==> config.mk <==
export PLATFORM = sky130hd
export DESIGN_NAME = sfr_pipe_flow_ctrl
export DESIGN_NICKNAME = d
export VERILOG_FILES = /design/src/rtl/sfr_pipe_flow_ctrl.sv
export SDC_FILE = /design/constraint.sdc
export NUM_CORES = 1
export LEC_CHECK = 0
export CORE_MARGIN = 4
export CORE_UTILIZATION = 35
export CTS_BUF_LIST = sky130_fd_sc_hd__clkbuf_8
export CTS_CLUSTER_DIAMETER = 50
export DETAILED_ROUTE_END_ITERATION = 7
export PLACE_DENSITY = 0.67
export SLEW_MARGIN = 20
export SYNTH_ARGS = -nofsm -noshare
export SYNTH_HDL_FRONTEND = slang
export SYNTH_SLANG_ARGS = --single-unit
==> constraint.sdc <==
create_clock -name clk -period 1.5 [get_ports clk]
set_input_delay 0.225 -clock clk [delete_from_list [all_inputs] [get_ports clk]]
set_output_delay 0.225 -clock clk [all_outputs]
set_load 0.05 [all_outputs]
==> src/rtl/sfr_pipe_flow_ctrl.sv <==
// Flow controller for a clock-enabled, fixed-latency pipeline. It tracks valid and SOF bits per stage,
// buffers the pipeline output in a 2-entry valid/ready FIFO, and runs the drain-then-clear flush sequence.
module sfr_pipe_flow_ctrl #(
    parameter int LATENCY    = 4,
    parameter int DATA_WIDTH = 24
) (
    input  logic                  clk,
    input  logic                  aresetn,
    input  logic                  s_valid,
    output logic                  s_ready,
    input  logic                  s_user,
    output logic                  pipe_clken,
    output logic                  pipe_sclr,
    input  logic [DATA_WIDTH-1:0] pipe_data_out,
    output logic                  m_valid,
    input  logic                  m_ready,
    output logic [DATA_WIDTH-1:0] m_data,
    output logic                  m_user,
    input  logic                  flush_req,
    output logic                  flush_busy,
    output logic                  flush_done
);

    typedef enum logic [1:0] {
        RUN   = 2'd0,
        DRAIN = 2'd1,
        CLEAR = 2'd2
    } state_t;

    state_t                state_q, state_d;
    logic [LATENCY-1:0]    vld_q, vld_d;
    logic [LATENCY-1:0]    usr_q, usr_d;
    logic [1:0]            cnt_q, cnt_d;
    logic                  wr_ptr_q, wr_ptr_d;
    logic                  rd_ptr_q, rd_ptr_d;
    logic                  flush_done_q, flush_done_d;
    logic [DATA_WIDTH:0]   mem_q [2];

    logic                  accept;
    logic                  push;
    logic                  pop;

    // The FIFO's last free slot is the only thing that can stall the pipeline. This keeps the enable
    // a function of registered state alone, so m_ready never reaches pipe_clken combinationally.
    assign pipe_clken = (state_q == CLEAR) || (cnt_q != 2'd2);
    assign pipe_sclr  = (state_q == CLEAR);
    assign s_ready    = (state_q == RUN) && pipe_clken;
    assign flush_busy = (state_q != RUN);
    assign flush_done = flush_done_q;

    assign accept  = s_valid && s_ready;
    assign push    = pipe_clken && vld_q[LATENCY-1];
    assign m_valid = (cnt_q != 2'd0);
    assign pop     = m_valid && m_ready;
    assign m_data  = mem_q[rd_ptr_q][DATA_WIDTH-1:0];
    assign m_user  = mem_q[rd_ptr_q][DATA_WIDTH];

    always_comb begin
        state_d      = state_q;
        flush_done_d = 1'b0;
        case (state_q)
            RUN: begin
                if (flush_req) begin
                    state_d = DRAIN;
                end
            end
            DRAIN: begin
                if ((vld_q == '0) && (cnt_q == 2'd0)) begin
                    state_d = CLEAR;
                end
            end
            CLEAR: begin
                state_d      = RUN;
                flush_done_d = 1'b1;
            end
            default: begin
                state_d = RUN;
            end
        endcase
    end

    // Per-stage valid/SOF bits shift in lockstep with the datapath registers.
    always_comb begin
        vld_d = vld_q;
        usr_d = usr_q;
        if (state_q == CLEAR) begin
            vld_d = '0;
            usr_d = '0;
        end else if (pipe_clken) begin
            vld_d[0] = accept;
            usr_d[0] = s_user;
            for (int i = 1; i < LATENCY; i++) begin
                vld_d[i] = vld_q[i-1];
                usr_d[i] = usr_q[i-1];
            end
        end
    end

    always_comb begin
        cnt_d    = cnt_q;
        wr_ptr_d = wr_ptr_q;
        rd_ptr_d = rd_ptr_q;
        if (push && !pop) begin
            cnt_d = cnt_q + 2'd1;
        end else if (pop && !push) begin
            cnt_d = cnt_q - 2'd1;
        end
        if (push) begin
            wr_ptr_d = ~wr_ptr_q;
        end
        if (pop) begin
            rd_ptr_d = ~rd_ptr_q;
        end
    end

    always_ff @(posedge clk or negedge aresetn) begin
        if (!aresetn) begin
            state_q      <= RUN;
            vld_q        <= '0;
            usr_q        <= '0;
            cnt_q        <= 2'd0;
            wr_ptr_q     <= 1'b0;
            rd_ptr_q     <= 1'b0;
            flush_done_q <= 1'b0;
        end else begin
            state_q      <= state_d;
            vld_q        <= vld_d;
            usr_q        <= usr_d;
            cnt_q        <= cnt_d;
            wr_ptr_q     <= wr_ptr_d;
            rd_ptr_q     <= rd_ptr_d;
            flush_done_q <= flush_done_d;
        end
    end

    // Storage is reset as well so m_data/m_user read zero out of reset.
    always_ff @(posedge clk or negedge aresetn) begin
        if (!aresetn) begin
            mem_q[0] <= '0;
            mem_q[1] <= '0;
        end else if (push) begin
            mem_q[wr_ptr_q] <= {usr_q[LATENCY-1], pipe_data_out};
        end
    end

endmodule

Word level (Yosys, flattened, before mapping) --
Cells that the tools add are included.
Cells by class: $add $sub $neg 2, muxes and demuxes 16, reductions and logical operators 19, eq/ne operators 5, order comparisons 3, bitwise operators 4
Operator list (number):
- two-way mux 25 bit | 4
- bitwise mux 50 bit | 1
- demux 25 bit (select 1 bit) | 1
- two-way mux 4 bit | 4
- logical AND 1 bit | 8
- two-way mux 2 bit | 4
- nonzero test 2 bit | 4
- inequality test 2 bit, second input constant | 3
- >= comparator 2 bit, second input constant | 2
- zero test 2 bit | 2
- zero test 4 bit | 1
- inverter 1 -> 2 bit | 2
- case mux 2 bit (2 select lines) | 1
- adder 2 x 1 -> 2 bit, second input constant | 1
- == test 2 x 1 -> 1 bit, second input constant | 1
- == test 2 bit, second input constant | 1
- zero test 1 bit | 2
- < comparator 2 x 1 -> 1 bit, second input constant | 1
- inverter 1 bit | 2
- AND reduction 2 bit | 1
- subtractor 2 x 1 -> 2 bit, second input constant | 1
- logical OR 1 bit | 1
- two-way mux 1 bit | 1
Word-level totals: bits in registers 65, logic and storage cells 58, bits of input ports 30

Longest topological paths before layout --
depth in word-level cells 7, depth in mapped cells 7, gate-level depth less buffers 6

Worst setup path before layout --
Ideal clock, no wire load.
path kind flip-flop to flip-flop, start reg state_q[1], end reg vld_q[0], cell stages (with the launch flop) 4, data required time 1428 ps, setup slack -341 ps, library setup time 72 ps, period minus slack after synthesis 1841 ps, arrival time 1769 ps, path through dfrtp_1 -> or2_2 -> nor2_1 -> a32o_1
On the way: cells in the longest elaborated chain, start to end 6, elaborated cells on any way between the ends 8
RTL lines:
- start: declaration | line 30 | state_t state_q, state_d;
- start signal: assignment | line 126 | state_q <= state_d;
- == test 2 bit | line 45 | assign pipe_clken = (state_q == CLEAR) || (cnt_q != 2'd2);
- logical OR 1 bit | line 45
- logical AND 1 bit (*) | line 47 | assign s_ready = (state_q == RUN) && pipe_clken;
- net s_ready | line 10 | output logic s_ready,
- logical AND 1 bit (*) | line 51 | assign accept = s_valid && s_ready;
- two-way mux 4 bit (*) | line 89 | end else if (pipe_clken) begin
- two-way mux 4 bit (*) | line 86 | if (state_q == CLEAR) begin
- end signal: assignment | line 127 | vld_q <= vld_d;
- end: declaration | line 31 | logic [LATENCY-1:0] vld_q, vld_d;
The timed path passes the listed nets; every way through them passes the cells marked *. The select of a mux whose other input is x is not followed. A chain may end at the register's enable or synchronous reset.

Worst setup path after layout --
start reg rd_ptr_q, end out m_data[20]
On the way: cells in the longest elaborated chain, start to end 4
RTL lines:
- start: declaration | line 35 | logic rd_ptr_q, rd_ptr_d;
- start signal: assignment | line 131 | rd_ptr_q <= rd_ptr_d;
- inverter 1 -> 2 bit (not written as such) | line 55 | assign m_data = mem_q[rd_ptr_q][DATA_WIDTH-1:0];
- two-way mux 25 bit (3 in a row)
- end: declaration | line 17 | output logic [DATA_WIDTH-1:0] m_data,
No other way between the ends. The select of a mux whose other input is x is not followed.

==> summary.md <==
| Metric | Value |
|---|---|
| Status | `complete, but fails checks` |
| Violated checks | `negative setup slack` |
| Worst Hold Class | `input pin to flop` |
| CP cell instances | `buf_8 -> mux2_2 -> buf_6` |
| Full die area | `10200 um^2` |
| Core ar. | `about 8300 um^2` |
| CP endpoint kind | `output pin` |
| First drt pass iteration count | `4` |
| Max Freq | `about 600 MHz` |
| CP Max Fanout | `9` |
| Max-cap violations | `0` |
| Yosys cell types | `27` |
| CP Class | `flop to output pin` |
| Pwr/cell area | `between 2000 and 3000 nW/um^2` |
| Final hold violation count | `0` |
| Routability cong. | `~0.67` |
| Chip Height | `101 um` |
| Fillers | `a little under 700` |
| Syn Inst Count | `198` |
| Top routing layer in use | `met4` |
| Critical path's largest stage delay | `420 ps` |
| Initial antenna violation count | `0` |
| Minimum clock period | `approximately 1700 ps` |
| Clk root buf | `clkbuf_8` |
| Fin util | `55.1%` |
| Period utilization | `111%` |
| DRC viols | `0` |
| Via count | `1920` |
| Largest net degree at the start of global routing | `between 60 and 70` |
| Worst r2r path cells | `6` |
| Crit-path slowest cell | `dfrtp_2` |
| Initial Util | `between 30% and 40%` |
| Buf+Inv Stages, Crit Path | `2` |
| Port bufs | `60` |
| Mean Syn Cell Area | `between 15 and 20 um^2` |
| Slew HR | `between 70% and 80%` |
| Cell taking the most area after synthesis | `dfrtp_1` |
| Initial DRC Count | `37` |
| CTS H-tree lvls | `3` |
| Ys Warns | `0` |
| CTS tree | `built` |
| GRT Util Overall | `between 10% and 20%` |
| Post-DRT Antenna Nets | `0` |
| Syn Nets | `229` |
| Worst hold path cell count | `3` |
| Sequential share of the synthesized area | `53.5%` |
| Vias per cell | `about 4.8` |
| Leak | `between 2 and 2.5 nW` |
| Setup violators final | `between 70 and 80` |
| Chip width | `approximately 100 um` |
| CP arrival | `1440 ps` |
| Final setup margin | `-164 ps` |
| Clock Sinks | `65` |
| Row count | `33` |
| Stages on the worst setup path | `3` |
| Met3 Routed Length | `about 350 um` |
| Slew @ Worst Pin | `between 300 and 400 ps` |
| Clk_skew | `about 12 ps` |
| Post-synth top area share | `between 50% and 60%` |
| Dpl cells | `approximately 370` |
| DR WL/cell | `around 17 um` |
| Fin nets | `approximately 320` |
| WL final | `between 6000 and 7000 um` |
| Clk Latency, worst-skew pair | `between 300 and 400 ps` |
| First-pass GRT wire length | `slightly above 10000 um` |
| Gr ovfl total | `0` |
| Clock tree buffer depth | `2` |
| Metal2 WL | `3310 um` |
| Top post-synthesis cells by area | `dfrtp_1 (53%), mux2_4 (20%), mux2_2 (13%), buf_12 (2.6%), nand2_1 (2.0%)` |
| FF+latch count, synth | `65` |
| Mapped Area | `just over 3000 um^2` |
| Worst vdd ir | `between 0.001 and 0.0015 V` |
| Post-DP HPWL | `around 4000 um` |
| Slew Viols, Final | `0` |
| # IOs | `just over 60` |
| Final cell count without fillers | `a little over 400` |
| Layout Area Growth over Synthesis | `51.2%` |
| Met1 WL | `~3000 um` |
| Cell family with most CP delay | `flip-flops` |
| CTS Buf Count | `9` |
| Clock transition at path regs | `70 ps` |
| Critical Path RT | `roughly 1300 ps` |
| Via count of the first global-routing pass | `between 2000 and 2500` |
| RSZ-0062 raised after global routing | `yes` |
| Share of cells above drive strength 1 | `a little under 60%` |
| Setup crit start kind | `flop` |
| N_diodes | `0` |
## metrics by stage
step | setup TNS (ps) | instance area, um^2 | total power, W | setup slack (ps) | hold slack [ps]
6_report | -5110 | 4600 | 0.0130 | -164 | 428
5_1_grt | -8290 | 4600 | 0.0136 | -217 | 434
4_1_cts | -5310 | 4300 | 0.0124 | -241 | 407
3_5_place_dp | -25.8 | 3790 | 0.00949 | -25.8 | 272
3_3_place_gp | 0 | 3790 | 0.00939 | 40.4 | 274
2_1_floorplan | -444 | 3050 | 0.00779 | -19.3 | -70.6
## cell usage after synthesis
master / count
a311oi_1: 1
buf_4: 1
ha_1: 1
and4b_2: 1
nor2b_4: 1
nor2_1: 4
mux2_4: 40
or2_2: 1
a21boi_0: 1
clkbuf_1: 1
nand2_1: 16
nand2b_1: 2
a21oi_1: 7
dfrtp_1: 65
buf_6: 1
a32o_1: 1
nor4_1: 1
xor2_1: 3
a21oi_4: 2
mux2_2: 35
buf_2: 3
xnor2_1: 2
clkinv_1: 1
nand2b_4: 1
o21ai_0: 1
inv_1: 1
buf_12: 4
## metal layers
layer	vias to the layer above	track usage (%)
met1	983	16.9
li1	880	-
met3	7	5.10
met5	-	0
met4	0	3.68
met2	50	20.0
## state kept, by name, summed over array words and instances (netlist names)
name        cells
cnt_q           2
flush_done      1
mem_q          50
rd_ptr_q        1
state_q         2
usr_q           4
vld_q           4
wr_ptr_q        1
## worst paths after layout
| check | end | slack, ps | startpoint |
|---|---|---|---|
| setup / recovery | m_data[20] | -160 | rd_ptr_q$_DFFE_PN0P_ |
| hold / removal | usr_q[0]$_DFFE_PN0P_ | 430 | s_user |
| setup reg to reg | mem_q[22]$_DFFE_PN0P_ | -60 | cnt_q[1]$_DFFE_PN0P_ |
| hold reg to reg | wr_ptr_q$_DFFE_PN0P_ | 500 | wr_ptr_q$_DFFE_PN0P_ |
| max in group asynchronous | state_q[1]$_DFFE_PN0P_ | 740 | aresetn |
| min in group asynchronous | mem_q[32]$_DFFE_PN0P_ | 440 | aresetn |
## tightest hold or removal path: cells and delay by family
kind	cells	cell delay [ps]
simple gates	1	50
buf+inv	1	390
compound gates	1	50
## final cells by class
type	count	area, um^2	area share [%]
flip-flops and latches	65	1630	35.4
inverters	2	11.3	0.245
repair buffers	94	1140	24.9
multi-input cells	121	1410	30.6
clock inverters	6	136	2.97
clock buffers	10	138	2.99
well taps	105	131	2.86
## cell usage in the layout (no fill, tap or decap), types with 2 or more instances in the layout
cell type         n
dfrtp_1          63
xnor2_1           2
clkbuf_16         4
clkinvlp_4        2
a21oi_1           7
mux2_2           19
buf_6            25
clkdlybuf4s50_1  28
clkbuf_8         10
buf_4            14
dfrtp_2           2
nand2b_1          2
nand2_1          15
bufinv_16         4
nor2_4            2
xor2_1            2
a21oi_4           2
buf_12            9
buf_8            12
mux2_4           56
## power breakdown
group / total, W / switching, W / internal (W)
logic: 0.00783 / 0.00380 / 0.00403
clock network: 0.00203 / 0.000710 / 0.00132
registers: 0.00314 / 0.000514 / 0.00262
total: 0.0130 / 0.00502 / 0.00798
## cells by family (layout without fill, tap and decap cells)
| family | Yosys count | after routing | share of synthesized area, % |
|---|---|---|---|
| buffers and inverters | 12 | 112 | 4.11 |
| adder cells (fa/ha/maj) | 1 | 1 | 0.411 |
| AO/OA/AOI/OAI | 13 | 13 | 3.25 |
| multiplexers | 75 | 75 | 32.7 |
| AND/OR/NAND/NOR | 27 | 27 | 4.57 |
| flip-flops | 65 | 65 | 53.5 |
| XOR/XNOR | 5 | 5 | 1.44 |
## repair_timing
item / CTS / global route
buffers inserted: 7 / 10
gates cloned: 1 / 4
pin swaps: 3 / 7
endpoints found under the setup margin: 30 / 54
endpoints found under the hold margin: 65 / 0
hold buffers: 1 / 0
resized for setup: 41 / 41
(Power assumes the default switching activity.)
